`src/rtl/prefetch_pkg.sv`:
```
`default_nettype none
// ============================================================================
// Module      : prefetch_pkg
// Description : Shared types and default thresholds for the prefetch
//               confidence tracker.
// Revision    : 1.0 - initial release
// ============================================================================
package prefetch_pkg;

  // Hysteresis states: not yet warm, warm but gated, warm and issuing
  typedef enum logic [1:0] {
    IDLE = 2'd0,
    OFF  = 2'd1,
    ON   = 2'd2
  } pf_conf_state_t;

  localparam int PF_LOG_VEC_SIZE_DEFAULT = 3;
  localparam int PF_ON_THRESH_DEFAULT    = 6;
  localparam int PF_OFF_THRESH_DEFAULT   = 3;

endpackage
`default_nettype wire

```
`src/rtl/onesCnt.sv`:
```
`default_nettype none
// ============================================================================
// Module      : onesCnt
// Description : Combinational popcount of a 2**LOG_VEC_SIZE bit vector. The
//               result is LOG_VEC_SIZE bits wide, so callers keep at least one
//               input bit at zero to stay within range.
// Revision    : 1.0 - initial release
// ============================================================================
module onesCnt #(
  parameter int LOG_VEC_SIZE = 3
) (
  input  logic [(1<<LOG_VEC_SIZE)-1:0] A,
  output logic [LOG_VEC_SIZE-1:0]      ones
);

  localparam int VEC_SIZE = 1 << LOG_VEC_SIZE;

  // Sum every bit of the input vector
  always_comb begin
    ones = '0;
    for (int i = 0; i < VEC_SIZE; i++) begin
      ones = ones + LOG_VEC_SIZE'(A[i]);
    end
  end

endmodule
`default_nettype wire

```
`src/rtl/pf_confidence_tracker.sv`:
```
`default_nettype none
// ============================================================================
// Module      : pf_confidence_tracker
// Description : Sliding hit/miss history for one prefetch stream, popcounted
//               into a confidence value, with a hysteresis FSM that gates
//               prefetch issue.
// Revision    : 1.0 - initial release
// ============================================================================
module pf_confidence_tracker
  import prefetch_pkg::*;
#(
  parameter int LOG_VEC_SIZE = PF_LOG_VEC_SIZE_DEFAULT,
  parameter int ON_THRESH    = PF_ON_THRESH_DEFAULT,
  parameter int OFF_THRESH   = PF_OFF_THRESH_DEFAULT
) (
  input  logic                         clk,
  input  logic                         rst,
  input  logic                         flush,
  input  logic                         access_valid,
  input  logic                         access_hit,
  output logic [(1<<LOG_VEC_SIZE)-1:0] hist,
  output logic [LOG_VEC_SIZE-1:0]      conf,
  output logic                         pf_enable,
  output logic                         warm
);

  localparam int VEC_SIZE = 1 << LOG_VEC_SIZE;

  localparam logic [LOG_VEC_SIZE-1:0] C_FILL_MAX = LOG_VEC_SIZE'(VEC_SIZE - 1);
  localparam logic [LOG_VEC_SIZE-1:0] C_ON_THR   = LOG_VEC_SIZE'(ON_THRESH);
  localparam logic [LOG_VEC_SIZE-1:0] C_OFF_THR  = LOG_VEC_SIZE'(OFF_THRESH);

  // Reject threshold sets that cannot be represented or would never toggle
  if (!(LOG_VEC_SIZE >= 2 && OFF_THRESH >= 0 && OFF_THRESH < ON_THRESH &&
        ON_THRESH <= VEC_SIZE - 1)) begin : g_param_check
    $error("pf_confidence_tracker: need 0 <= OFF_THRESH < ON_THRESH <= VEC_SIZE-1");
  end

  logic [VEC_SIZE-1:0]     hist_q, hist_d;
  logic [LOG_VEC_SIZE-1:0] fill_q, fill_d;
  pf_conf_state_t          state_q, state_d;

  // Next history and fill count; the top history bit stays 0 so the
  // popcount never exceeds VEC_SIZE-1
  always_comb begin
    hist_d = hist_q;
    fill_d = fill_q;
    if (access_valid) begin
      hist_d = {1'b0, hist_q[VEC_SIZE-3:0], access_hit};
      if (fill_q != C_FILL_MAX) begin
        fill_d = fill_q + 1'b1;
      end
    end
  end

  // Hysteresis decision on the registered confidence and warm flag
  always_comb begin
    state_d = state_q;
    case (state_q)
      IDLE: if (warm) state_d = (conf >= C_ON_THR) ? ON : OFF;
      OFF:  if (conf >= C_ON_THR)  state_d = ON;
      ON:   if (conf <= C_OFF_THR) state_d = OFF;
      default: state_d = IDLE;
    endcase
  end

  // State registers; flush restarts the stream exactly like reset and
  // takes priority over a same-cycle access
  always_ff @(posedge clk) begin
    if (rst || flush) begin
      hist_q  <= '0;
      fill_q  <= '0;
      state_q <= IDLE;
    end else begin
      hist_q  <= hist_d;
      fill_q  <= fill_d;
      state_q <= state_d;
    end
  end

  onesCnt #(
    .LOG_VEC_SIZE(LOG_VEC_SIZE)
  ) u_ones_cnt (
    .A   (hist),
    .ones(conf)
  );

  assign hist      = hist_q;
  assign warm      = (fill_q == C_FILL_MAX);
  assign pf_enable = (state_q == ON);

endmodule
`default_nettype wire
```
`config.mk`:
```
export PLATFORM = sky130hd
export DESIGN_NAME = pf_confidence_tracker
export DESIGN_NICKNAME = d
export VERILOG_FILES = /design/src/rtl/prefetch_pkg.sv /design/src/rtl/onesCnt.sv /design/src/rtl/pf_confidence_tracker.sv
export SDC_FILE = /design/constraint.sdc
export NUM_CORES = 1
export LEC_CHECK = 0
export ABC_AREA = 1
export CAP_MARGIN = 20
export CORE_UTILIZATION = 45
export CTS_BUF_LIST = sky130_fd_sc_hd__clkbuf_4 sky130_fd_sc_hd__clkbuf_8
export CTS_CLUSTER_DIAMETER = 120
export DETAILED_ROUTE_END_ITERATION = 7
export GPL_TIMING_DRIVEN = 0
export PLACE_DENSITY = 0.8
export SLEW_MARGIN = 10
export SYNTH_ARGS = -nofsm -noshare
export SYNTH_HDL_FRONTEND = slang
export SYNTH_HIERARCHICAL = 1
export SYNTH_SLANG_ARGS = --single-unit
```
`constraint.sdc`:
```
create_clock -name clk -period 7 [get_ports clk]
set_clock_uncertainty 0.1 [all_clocks]
set_input_delay 1.05 -clock clk [delete_from_list [all_inputs] [get_ports clk]]
set_output_delay 1.05 -clock clk [all_outputs]
set_load 0.1 [all_outputs]
```
==> metrics.cfg, run 1 <==
[synth]
synth_area_sq_um = 706.9
ys_seq_area_share_pct = 33.98
synth-seq-cells = 12
synthCells = 91
syn_avg_cell_area_sq_um = 7.768
yosysWarnings = 6
synth_cell_type_count = 19

[timing]
setup_slack_ns = 1.745
relSlewSlack_pct = 34.96
fmax_ghz = 0.1903
fin_crit_ns = 5.255
final-hold-violation-count = 0
drv_slew = 0
finalSetupViolations = 0
tns_ns = 0
tightest_slew_ns = 0.9726
grt_setup_unrepaired = no
fin_crit_sh_pct = 75.07

[critical_path]
cp.required_ns = 5.85
reg2reg_from = hist[0]
worstSetupEndpointType = output pin
critical_path.max_fanout = 4
cpPeakStageDelay_ns = 1.14
worstReg2RegEnd = state_q[1]
reg2reg_depth = 16
cpMaxStageDelayCell = clkdlybuf4s50_1
crit_chain = inv_1, fa_1, fa_1, fa_1, inv_1, ha_1, inv_1, fa_1, inv_1, nand2_1, nand2_1, clkdlybuf4s50_1
crit_path_start = hist[0]
criticalPathCategory = flop to output pin
worstPathArrival_ns = 4.10
cp-endpoint = conf[2]
r2r_slack_ns = 3.69
worst_setup_path_start_kind = flop

[route]
drtIter0Drc = 11
drcViolationCount = 0
wl_microns = 1254
firstDrtPassIters = 4
viasPerCell = 4.672
routedWlPerCell_microns = 10.03
vias = 584
ant_nets = 0

[layout]
area_growth_syn_to_layout_pct = 27.61
layout.cells.non_filler = 125
layout_common_cells = 19 x nand2_1, 17 x inv_1, 15 x clkdlybuf4s50_1
nets = 125
layout-drive-gt1-share_pct = 10.00
final_util_pct = 65.25
diodes = 0
stdcell_area_sq_um = 902.1
layout_commonest_cell = nand2_1

[cts]
cts_tree = built
cts-root-buf = clkbuf_4
cts_setup_buffers = 0
cts_inserted_buffers = 3
cts.reportedPaths.clkPinSlew_ns = 0.07
cts_htree_levels = 1
cts.sinks = 12
cts_buffer_depth = 2
post_cts_resized = 0
holdBufCountCts = 0
clock_latency_ns = 0.27

[place]
pre_cts_slack_ns = 2.023
dpl.cell_count = 122
dp_hpwl_microns = 988.2
io_buffers = 15
post_dp_cell_area_sq_um = 879.6
gp_congestion = 0.7323

[floorplan]
die_h_microns = 41.64
num_rows = 13
initial_core_util_pct = 51.13
die-area_sq_um = 1733
pin_count = 18
coreArea_sq_um = 1383
die_x_microns = 41.64

[power_and_ir_drop]
peakVddDrop_mv = 0.1129
power_density_nw_per_um2 = 149.2
p_leak_nw = 0.3742

[worst_hold_path]
worstHoldPathType = flop to flop

[global_route]
grt_pass1_wl_microns = 2097
gr-total-overflow = 0
grt_pass1_vias = 513
antenna_found_initial = 0
grt_max_degree = 9
gr-usage-all-layers_pct = 15.58

[run]
drv_cap = 0

[run_status]
status = finished clean

[per-layer routing]
layer  share of wire, %  vias up  GRT usage [%]
met5                  0        -              0
met4               0.80        0          5.806
met3                2.8        3          3.913
met2                 47       10          24.38
met1                 50      260          20.60
li1                   -      311              -
[Yosys cell counts]
master	count	share of area (%)
nand3b_1	1	1.1
xor2_1	1	1.2
dfxtp_1	12	34
nand3_1	4	2.8
o211ai_1	1	1.1
fa_1	4	11
nor2_8	1	2.8
buf_6	1	1.6
inv_2	2	1.1
ha_1	4	7.1
inv_1	17	9.0
buf_4	1	1.1
nor2_2	2	1.8
nand2_1	19	10
conb_1	1	0.53
o21ai_0	3	2.1
nor2_1	7	3.7
a21oi_1	9	6.4
inv_6	1	1.2
[cell families after synthesis]
group / after synthesis / share of synthesized area, %
AO/OA/AOI/OAI: 13 / 9.557
XOR/XNOR: 1 / 1.239
adder cells (fa/ha/maj): 8 / 18.41
buffers and inverters: 22 / 13.98
flip-flops: 12 / 33.98
other: 1 / 0.5305
AND/OR/NAND/NOR: 34 / 22.30
[critical path, delay by kind of cell, from the launching register on]
family | cells | cell delay (ns)
simple gates | 2 | 0.14
fa+ha+maj | 5 | 1.93
buf+inv | 5 | 1.39
flops | 1 | 0.37
[flip-flops by register name, indices dropped and copies added (netlist names)]
signal / flops
state_q: 2
hist: 7
fill_q: 3
[worst min path at each step]
| stage | from | to | slack (ns) | depth (start not counted) |
|---|---|---|---|---|
| 2_1_floorplan | fill_q[1] | fill_q[1] | 0.38 | 2 |
| 3_3_place_gp | hist[6] | hist[6] | 0.37 | 2 |
| 3_5_place_dp | hist[6] | hist[6] | 0.39 | 2 |
| 4_1_cts | hist[6] | hist[6] | 0.40 | 2 |
| 5_1_grt | hist[5] | hist[6] | 0.42 | 2 |
| 6_report | hist[6] | hist[6] | 0.39 | 2 |
[final cells by class]
type                            count  area, sq um
Fill cell                         123        480.5
Tap cell                           15        18.77
Sequential cell                    12        240.2
Buffer                              2        18.77
Clock buffer                        3        22.52
Inverter                           20        80.08
Timing Repair Buffer               15        150.1
Multi-Input combinational cell     58        371.6
[power breakdown]
group / leakage [nW] / internal [W] / switching, W
combinational: 0.263 / 0.00000668 / 0.0000156
sequential: 0.0971 / 0.0000692 / 0.000000668
clock: 0.0138 / 0.0000199 / 0.0000226
[metrics by stage]
step	hold WS (ns)	total power, W
2_1_floorplan	0.3785	0.00008907
3_3_place_gp	0.3711	0.00009341
3_5_place_dp	0.3898	0.00009381
4_1_cts	0.4016	0.0001359
5_1_grt	0.4208	0.0001414
6_report	0.3945	0.0001346
No activity file was read; power rests on OpenSTA's default activity.
==> run 2: changes to the inputs <==
--- a/config.mk
+++ b/config.mk
@@ -7,12 +7,12 @@
 export LEC_CHECK = 0
 export ABC_AREA = 1
 export CAP_MARGIN = 20
-export CORE_UTILIZATION = 45
+export CORE_UTILIZATION = 44
 export CTS_BUF_LIST = sky130_fd_sc_hd__clkbuf_4 sky130_fd_sc_hd__clkbuf_8
 export CTS_CLUSTER_DIAMETER = 120
 export DETAILED_ROUTE_END_ITERATION = 7
 export GPL_TIMING_DRIVEN = 0
-export PLACE_DENSITY = 0.8
+export PLACE_DENSITY = 0.82
 export SLEW_MARGIN = 10
 export SYNTH_ARGS = -nofsm -noshare
 export SYNTH_HDL_FRONTEND = slang
==> constraint.sdc (replaced) <==
create_clock -name clk -period 4.8 [get_ports clk]
set_clock_uncertainty 0.1 [all_clocks]
set_input_delay 0.72 -clock clk [delete_from_list [all_inputs] [get_ports clk]]
set_output_delay 0.72 -clock clk [all_outputs]
set_load 0.1 [all_outputs]
==> metrics.cfg, run 2 (synthesized netlist as in run 1, its figures left out) <==
[run_status]
status = finished clean

[timing]
drv_slew = 0
tns_ns = 0
relSlewSlack_pct = 34.93
fmax_ghz = 0.2161
finalSetupViolations = 0
fin_crit_ns = 4.628
fin_crit_sh_pct = 96.41
grt_setup_unrepaired = no
final-hold-violation-count = 0
tightest_slew_ns = 0.9730

[critical_path]
cpMaxStageDelayCell = clkdlybuf4s15_1
cp.required_ns = 3.98
criticalPathCategory = flop to output pin
cpPeakStageDelay_ns = 0.83
worstSetupEndpointType = output pin
critical_path.max_fanout = 4
worstPathArrival_ns = 3.81
reg2reg_from = hist[0]
crit_chain = inv_1, fa_1, fa_1, fa_1, inv_1, ha_1, inv_1, fa_1, inv_1, nand2_1, nand2_1, clkdlybuf4s15_1
worst_setup_path_start_kind = flop
crit_path_start = hist[0]

[route]
vias = 619
wl_microns = 1339
drtIter0Drc = 17
wl_met2_microns = 658
ant_nets = 0
drcViolationCount = 0
routed-wl-met3_microns = 42
routedLengthMet1_microns = 603
viasPerCell = 4.913
top_layer = met4
routedWlPerCell_microns = 10.63
firstDrtPassIters = 4

[floorplan]
die-area_sq_um = 1771
coreArea_sq_um = 1506
initial_core_util_pct = 46.93
pin_count = 18
die_x_microns = 42.09
die_h_microns = 42.09
num_rows = 14

[cts]
cts_tree = built
cts_htree_levels = 1
clock_latency_ns = 0.27
cts.reportedPaths.clkPinSlew_ns = 0.07
cts.sinks = 12
cts_buffer_depth = 2
cts_inserted_buffers = 3
cts-root-buf = clkbuf_4

[layout]
layout-drive-gt1-share_pct = 10.00
area_growth_syn_to_layout_pct = 27.61
layout_common_cells = 19 x nand2_1, 17 x inv_1, 13 x clkdlybuf4s50_1
nets = 125
diodes = 0
layout_commonest_cell = nand2_1
largest_register_ffs = 7

[place]
gp_congestion = 0.7756
io_buffers = 15
dp_hpwl_microns = 1018

[global_route]
grt_max_degree = 9
gr-total-overflow = 0
antenna_found_initial = 0
grt_pass1_wl_microns = 2311
grt_pass1_vias = 583
gr-usage-all-layers_pct = 17.75

[power_and_ir_drop]
p_leak_nw = 0.3800
power_w = 0.0001966
power_density_nw_per_um2 = 217.9
peakVddDrop_mv = 0.1634

[worst_hold_path]
worstHoldPathType = flop to flop
hold_start = hist[5]

[run]
drv_cap = 0

==> run 2: cell types whose count changed in the layout (fill, tap and decap cells not counted) <==
cell,previous run,this run
clkdlybuf4s15_1,0,1
clkdlybuf4s50_1,15,13
dlygate4sd2_1,0,1
==> run 2: worst paths after layout <==
kind | to | slack (ns) | cells past startpoint
max | conf[2] | 0.17 | 12
min | hist[6] | 0.40 | 2
max reg2reg | state_q[1] | 1.45 | 16
min reg2reg | hist[6] | 0.40 | 2
==> run 2: report_power, final <==
| group | switching [W] | internal, W | total (W) |
|---|---|---|---|
| Combinational | 0.0000230 | 0.00000962 | 0.0000327 |
| Sequential | 0.000000946 | 0.000101 | 0.000102 |
| Clock | 0.0000330 | 0.0000291 | 0.0000621 |
| Total | 0.0000570 | 0.000140 | 0.000197 |
==> run 2: final cells by class <==
| type | instances | area [sq um] |
|---|---|---|
| plain buffers | 2 | 18.77 |
| clock buffers | 3 | 22.52 |
| fillers | 141 | 604.3 |
| inverters | 20 | 80.08 |
| multi-input cells | 58 | 371.6 |
| flip-flops and latches | 12 | 240.2 |
| well taps | 16 | 20.02 |
| repair buffers | 15 | 148.9 |
==> run 2: critical path, delay by kind of cell, from the launching register on <==
family                   cells  cell delay [ns]
adder cells (fa/ha/maj)      5             1.94
buffers and inverters        5             1.09
AND/OR/NAND/NOR              2             0.13
flip-flops                   1             0.37
==> run 2: timing repair <==
item	4_1_cts	5_1_grt
setup endpoints to repair	2	1
buffers inserted	0	0
hold buffers	0	0
gates cloned	0	0
resized for setup	2	1
==> run 2: stage by stage <==
step	utilization (%)	instances	area, sq um	hold slack, ns	worst slack (ns)
floorplan	-	92	710.7	0.3785	0.07367
global placement	58.47	123	880.8	0.3685	0.2102
detailed placement	58.47	123	880.8	0.3870	0.1526
CTS	59.80	126	900.9	0.3999	0.1253
global route	59.88	126	902.1	0.4309	0.006265
finish	59.88	126	902.1	0.3991	0.1722
==> run 2: routing by layer <==
layer,global-route usage (%),up-vias
met5,0,-
met4,15.63,0
met3,3.879,4
met2,28.13,16
met1,19.84,282
li1,-,317
==> run 3: changes to the inputs <==
--- a/config.mk
+++ b/config.mk
@@ -7,12 +7,12 @@
 export LEC_CHECK = 0
 export ABC_AREA = 1
 export CAP_MARGIN = 20
-export CORE_UTILIZATION = 44
+export CORE_UTILIZATION = 45
 export CTS_BUF_LIST = sky130_fd_sc_hd__clkbuf_4 sky130_fd_sc_hd__clkbuf_8
 export CTS_CLUSTER_DIAMETER = 120
 export DETAILED_ROUTE_END_ITERATION = 7
 export GPL_TIMING_DRIVEN = 0
-export PLACE_DENSITY = 0.82
+export PLACE_DENSITY = 0.8
 export SLEW_MARGIN = 10
 export SYNTH_ARGS = -nofsm -noshare
 export SYNTH_HDL_FRONTEND = slang
==> constraint.sdc (replaced) <==
create_clock -name clk -period 5.92 [get_ports clk]
set_clock_uncertainty 0.1 [all_clocks]
set_input_delay 0.888 -clock clk [delete_from_list [all_inputs] [get_ports clk]]
set_output_delay 0.888 -clock clk [all_outputs]
set_load 0.1 [all_outputs]
==> results of run 3 <==
Same layout as run 1 (identical final DEF). Status: finished clean.
Main changes from that run: setup slack after placement 2.023 ns -> 1.105 ns; setup slack after layout 1.745 ns -> 0.8271 ns; register-to-register setup slack 3.69 ns -> 2.61 ns; total power 0.0001346 W -> 0.0001592 W; worst IR drop on VDD 0.1129 mV -> 0.1336 mV
